===== config.mk =====
export PLATFORM = sky130hd
export DESIGN_NAME = dmem_arbiter
export DESIGN_NICKNAME = d
export VERILOG_FILES = /design/src/rtl/dmem_pkg.sv /design/src/rtl/rr_arb2.sv /design/src/rtl/dmem_arbiter.sv
export SDC_FILE = /design/constraint.sdc
export NUM_CORES = 1
export LEC_CHECK = 0
export CORE_ASPECT_RATIO = 2
export CORE_MARGIN = 2
export CORE_UTILIZATION = 35
export DETAILED_ROUTE_END_ITERATION = 8
export PLACE_DENSITY = 0.86
export SYNTH_ARGS = -nofsm -noshare
export SYNTH_HDL_FRONTEND = slang
export SYNTH_HIERARCHICAL = 1
export SYNTH_SLANG_ARGS = --single-unit

===== constraint.sdc =====
create_clock -name clk -period 2.6 [get_ports clk]
set_input_delay 0.26 -clock clk [delete_from_list [all_inputs] [get_ports clk]]
set_output_delay 0.26 -clock clk [all_outputs]
set_load 0.02 [all_outputs]

===== src/rtl/dmem_pkg.sv =====
// Shared constants and arbiter state encoding for the two-port data-memory arbiter.
package dmem_pkg;

  localparam int DMEM_DATA_W   = 16;
  localparam int DMEM_ADDR_W   = 16;
  localparam int DMEM_DEPTH    = 128;
  localparam int DMEM_MAX_LOCK = 4;

  // Ownership of the previous cycle's grant
  typedef enum logic [1:0] {
    IDLE = 2'd0,
    OWN0 = 2'd1,
    OWN1 = 2'd2
  } arb_state_e;

endpackage


===== src/rtl/rr_arb2.sv =====
// Two-way round-robin arbiter with a bounded lock that lets the owner keep the grant.
module rr_arb2
  import dmem_pkg::*;
#(
  parameter int MAX_LOCK = DMEM_MAX_LOCK
) (
  input  logic       clk,
  input  logic       rst_n,
  input  logic [1:0] req,
  input  logic [1:0] lock,
  output logic [1:0] gnt
);

  localparam int CW = (MAX_LOCK < 1) ? 1 : $clog2(MAX_LOCK + 1);

  arb_state_e    state, state_nxt;
  logic [CW-1:0] cnt, cnt_nxt;
  logic          lock_q, lock_nxt;
  logic          prio, prio_nxt;   // port holding round-robin priority
  logic          relock;

  always_ff @(posedge clk) begin
    if (!rst_n) begin
      state  <= IDLE;
      cnt    <= '0;
      lock_q <= 1'b0;
      prio   <= 1'b0;
    end else begin
      state  <= state_nxt;
      cnt    <= cnt_nxt;
      lock_q <= lock_nxt;
      prio   <= prio_nxt;
    end
  end

  always_comb begin
    gnt       = 2'b00;
    relock    = 1'b0;
    state_nxt = IDLE;
    lock_nxt  = 1'b0;
    prio_nxt  = prio;
    if (state == OWN0 && lock_q && req[0] && cnt < CW'(MAX_LOCK)) begin
      gnt    = 2'b01;
      relock = 1'b1;
    end else if (state == OWN1 && lock_q && req[1] && cnt < CW'(MAX_LOCK)) begin
      gnt    = 2'b10;
      relock = 1'b1;
    end else if (req == 2'b11) begin
      gnt = prio ? 2'b10 : 2'b01;
    end else begin
      gnt = req;
    end
    // Reset must not let a write reach memory
    if (!rst_n) begin
      gnt    = 2'b00;
      relock = 1'b0;
    end
    if (gnt[0]) begin
      state_nxt = OWN0;
      lock_nxt  = lock[0];
      prio_nxt  = 1'b1;
    end else if (gnt[1]) begin
      state_nxt = OWN1;
      lock_nxt  = lock[1];
      prio_nxt  = 1'b0;
    end
    cnt_nxt = relock ? cnt + CW'(1) : '0;
  end

endmodule


===== src/rtl/dmem_arbiter.sv =====
// Shares one single-port data memory between the core (port 0) and DMA/debug (port 1).
module dmem_arbiter
  import dmem_pkg::*;
#(
  parameter int DATA_W   = DMEM_DATA_W,
  parameter int ADDR_W   = DMEM_ADDR_W,
  parameter int DEPTH    = DMEM_DEPTH,
  parameter int MAX_LOCK = DMEM_MAX_LOCK
) (
  input  logic              clk,
  input  logic              rst_n,
  input  logic              p0_req,
  input  logic              p0_we,
  input  logic              p0_lock,
  input  logic [ADDR_W-1:0] p0_addr,
  input  logic [DATA_W-1:0] p0_wdata,
  output logic              p0_gnt,
  output logic              p0_rvalid,
  output logic [DATA_W-1:0] p0_rdata,
  output logic              p0_err,
  input  logic              p1_req,
  input  logic              p1_we,
  input  logic              p1_lock,
  input  logic [ADDR_W-1:0] p1_addr,
  input  logic [DATA_W-1:0] p1_wdata,
  output logic              p1_gnt,
  output logic              p1_rvalid,
  output logic [DATA_W-1:0] p1_rdata,
  output logic              p1_err,
  output logic [ADDR_W-1:0] mem_address,
  output logic [DATA_W-1:0] mem_write_data,
  output logic              mem_read,
  output logic              mem_write,
  input  logic [DATA_W-1:0] mem_read_data
);

  localparam logic [ADDR_W:0] DEPTH_A = (ADDR_W + 1)'(DEPTH);

  logic [1:0]             req, we, lock, gnt, oor, rvalid, err;
  logic [1:0][ADDR_W-1:0] addr;
  logic [1:0][DATA_W-1:0] wdata, rdata;
  logic                   sel, any_gnt, g_oor, g_we;

  assign req   = {p1_req, p0_req};
  assign we    = {p1_we, p0_we};
  assign lock  = {p1_lock, p0_lock};
  assign addr  = {p1_addr, p0_addr};
  assign wdata = {p1_wdata, p0_wdata};

  rr_arb2 #(.MAX_LOCK(MAX_LOCK)) u_arb (
    .clk   (clk),
    .rst_n (rst_n),
    .req   (req),
    .lock  (lock),
    .gnt   (gnt)
  );

  assign sel     = gnt[1];
  assign any_gnt = |gnt;
  assign g_oor   = oor[sel];
  assign g_we    = we[sel];

  assign mem_address    = any_gnt ? addr[sel]  : '0;
  assign mem_write_data = any_gnt ? wdata[sel] : '0;
  // Out-of-range accesses are granted but never strobe the memory
  assign mem_read  = any_gnt & ~g_oor & ~g_we;
  assign mem_write = any_gnt & ~g_oor &  g_we;

  for (genvar p = 0; p < 2; p++) begin : g_port
    assign oor[p] = {1'b0, addr[p]} >= DEPTH_A;

    always_ff @(posedge clk) begin
      if (!rst_n) begin
        rvalid[p] <= 1'b0;
        err[p]    <= 1'b0;
        rdata[p]  <= '0;
      end else begin
        rvalid[p] <= gnt[p] & (oor[p] | ~we[p]);
        err[p]    <= gnt[p] & oor[p];
        if (gnt[p] && oor[p])
          rdata[p] <= '0;
        else if (gnt[p] && !we[p])
          rdata[p] <= mem_read_data;
      end
    end
  end

  assign p0_gnt    = gnt[0];
  assign p1_gnt    = gnt[1];
  assign p0_rvalid = rvalid[0];
  assign p1_rvalid = rvalid[1];
  assign p0_err    = err[0];
  assign p1_err    = err[1];
  assign p0_rdata  = rdata[0];
  assign p1_rdata  = rdata[1];

endmodule


==> results_dict.tcl <==
set metrics [dict create \
    cts_root_buf "clkbuf_16" \
    rows 40 \
    cts_hold_buf 0 \
    cp-start-kind "input pin" \
    hold_path.class "reg -> reg" \
    fillers 512 \
    drive_above_1_share 0.1704 \
    finalNonFillerCells 530 \
    fin_crit_sh 0.9661 \
    multiInputGateArea_um2 1224 \
    ff_latch_area_um2 860.8 \
    rsz0062_at_grt "no" \
    ys_ff_latch 43 \
    syn_area_per_cell_um2 8.121 \
    critPathMaxFanout 13 \
    cpMaxStageDelayCell "clkdlybuf4s50_1" \
    via_per_inst 4.851 \
    r2r-start "u_arb/cnt[2]$_SDFF_PN0_" \
    die_area_um2 6977 \
    worstPathArrival_ps 2250 \
    hold_violations 0 \
    cp_cell_sequence "clkdlybuf4s50_1, nand2_1, buf_4, o311a_1, o21a_1, buf_12, buf_4, nand2_1, o21ai_0, clkdlybuf4s15_1" \
    dp_hpwl_um 5973 \
    routed_wl_um 7521 \
    htree_num_levels 2 \
    grt.overflow.total 0 \
    clockBufferDepth 2 \
    antenna_cells 0 \
    syn2layout_area_growth_pct 83.40 \
    cp-end-kind "output port" \
    critPathKind "in -> out" \
    dp.cells 520 \
    cts_tree "yes" \
    io_buffers 159 \
    die_w_um 60.07 \
    async_flop_share 0 \
    crit_start "p1_req" \
    ir_worst_vdd_mv 0.5632 \
    grt_pass1_wl_um 11500 \
    fin_ws_ps 88.10 \
    final-setup-viol-count 0 \
    ant_nets 0 \
    postSynthCellCount 271 \
    worstHoldStart "u_arb/cnt[0]$_SDFF_PN0_" \
    antenna_found_initial 0 \
    clk_pin_slew_ps 60 \
    synthDistinctLibCells 32 \
    initial_core_util 0.3634 \
    min_period_ps 2512 \
    slew_violations 0 \
    synthFlopType "dfxtp_1" \
    syn-cell-area_um2 2201 \
    outcome "completed" \
    first_pass_iters 4 \
    drc 0 \
    place_ws_ps -274.2 \
    clock_sinks 43 \
    fin_nets 534 \
    skew_ps 5.031 \
    fp.dieH_um 116.1 \
    tightest_slew_ps 800.3 \
    clk_latency_ps 280 \
    synth_seq_area_share 0.3911 \
    fmax_ghz 0.3981 \
    critPathTopFamily "buffers and inverters" \
    first_global_vias 2532 \
    power_density_nw_per_um2 436.2 \
    synth_fp_nets 360 \
    wl_per_cell_um 14.19 \
    cpPeakStageDelay_ps 500 \
    power_leakage_nw 1.652 \
    grt_max_degree 25 \
    place.gp.congestion 0.7976 \
    crit_required_ps 2340 \
    grt.total_usage 0.2176 \
    core_area_um2 6056 \
    ys_warn_count 6 \
    maxCapViolCount 0 \
    io_pins 160 \
    slew_headroom 0.4665 \
    cts_buffers 5 \
    cp.buffers_inverters 5 \
    synth_edf_count 0 \
    vias 2571 \
    drt_iter0_markers 72 \
]
[routing by layer]
metal	routed length, µm	global-route usage
met5	0	0
met4	236	0.1007
met3	773	0.06866
met2	4072	0.4304
met1	2438	0.1811
[synthesized netlist by cell type, drive strengths merged (3+ instances only)]
cell | count | area [µm²]
clkbuf | 7 | 26.28
o21ai | 33 | 165.2
buf | 11 | 77.57
a22o | 3 | 26.28
nor2 | 38 | 142.6
nand2 | 67 | 251.5
nor3 | 4 | 25.02
inv | 6 | 22.52
dfxtp | 43 | 860.8
mux2i | 32 | 320.3
[where the power goes]
group	internal (mW)	switching, mW
combinational	0.252	0.222
clock	0.354	0.243
sequential	0.679	0.0108
[state kept, by name, summed over array words and instances (netlist names)]
name / count
p0_err: 1
u_arb/lock_q: 1
p0_rvalid: 1
p1_rdata: 16
p0_rdata: 16
p1_err: 1
u_arb/cnt: 3
u_arb/state: 2
p1_rvalid: 1
u_arb/prio: 1
[final cells by class]
type	count	share of cell area
clock buffer	6	0.03193
clock inverter	2	0.003100
inverter	6	0.005580
multi-input combinational	204	0.3032
sequential	43	0.2133
tap	84	0.02604
timing repair buffer	185	0.4169
[logic make-up after synthesis]
group           synth area share
compound gates            0.1472
xor+xnor                0.003980
fa+ha+maj               0.005684
buf+inv                  0.05742
flops                     0.3911
mux                       0.1455
simple gates              0.2490
[worst paths after layout]
kind / endpoint / slack, ps / depth (start not counted)
min reg2reg: u_arb/cnt[0]$_SDFF_PN0_ / 430 / 1
max: mem_write_data[14] / 90 / 10
min: u_arb/cnt[0]$_SDFF_PN0_ / 430 / 1
max reg2reg: p0_rdata[14]$_SDFFE_PP0P_ / 400 / 9
[layout by cell type, fill, tap and decap left out, types with 3 or more instances in the layout]
master	instances
clkdlybuf4s50_1	123
a22o_1	3
dfxtp_1	43
mux2i_1	32
dlygate4sd2_1	4
nand2_1	67
inv_1	6
clkbuf_16	5
buf_4	23
nor3_1	3
o21ai_0	33
clkbuf_2	30
nor2_1	38
[stage by stage]
step                      area (µm²)  total power [mW]  utilization  setup TNS (ps)  hold WS (ps)
final                           4036             1.761       0.6665               0         429.5
after floorplan                 2201            0.9007            -               0         377.5
after global routing            4036             1.836       0.6665               0         475.1
after CTS                       4150             1.789       0.6853          -43.86         429.2
after detailed placement        4009             1.202       0.6620           -7515         420.7
after global placement          4009             1.195       0.6620           -6174         406.5
[timing repair]
| action | 4_1_cts | 5_1_grt |
|---|---|---|
| pin swaps | 1 | 1 |
| resized for setup | 38 | 93 |
| buffers inserted | 1 | 0 |
| setup endpoints to repair | 36 | 32 |
| cloned | 1 | 0 |
Power figures use the tool's default switching activity.
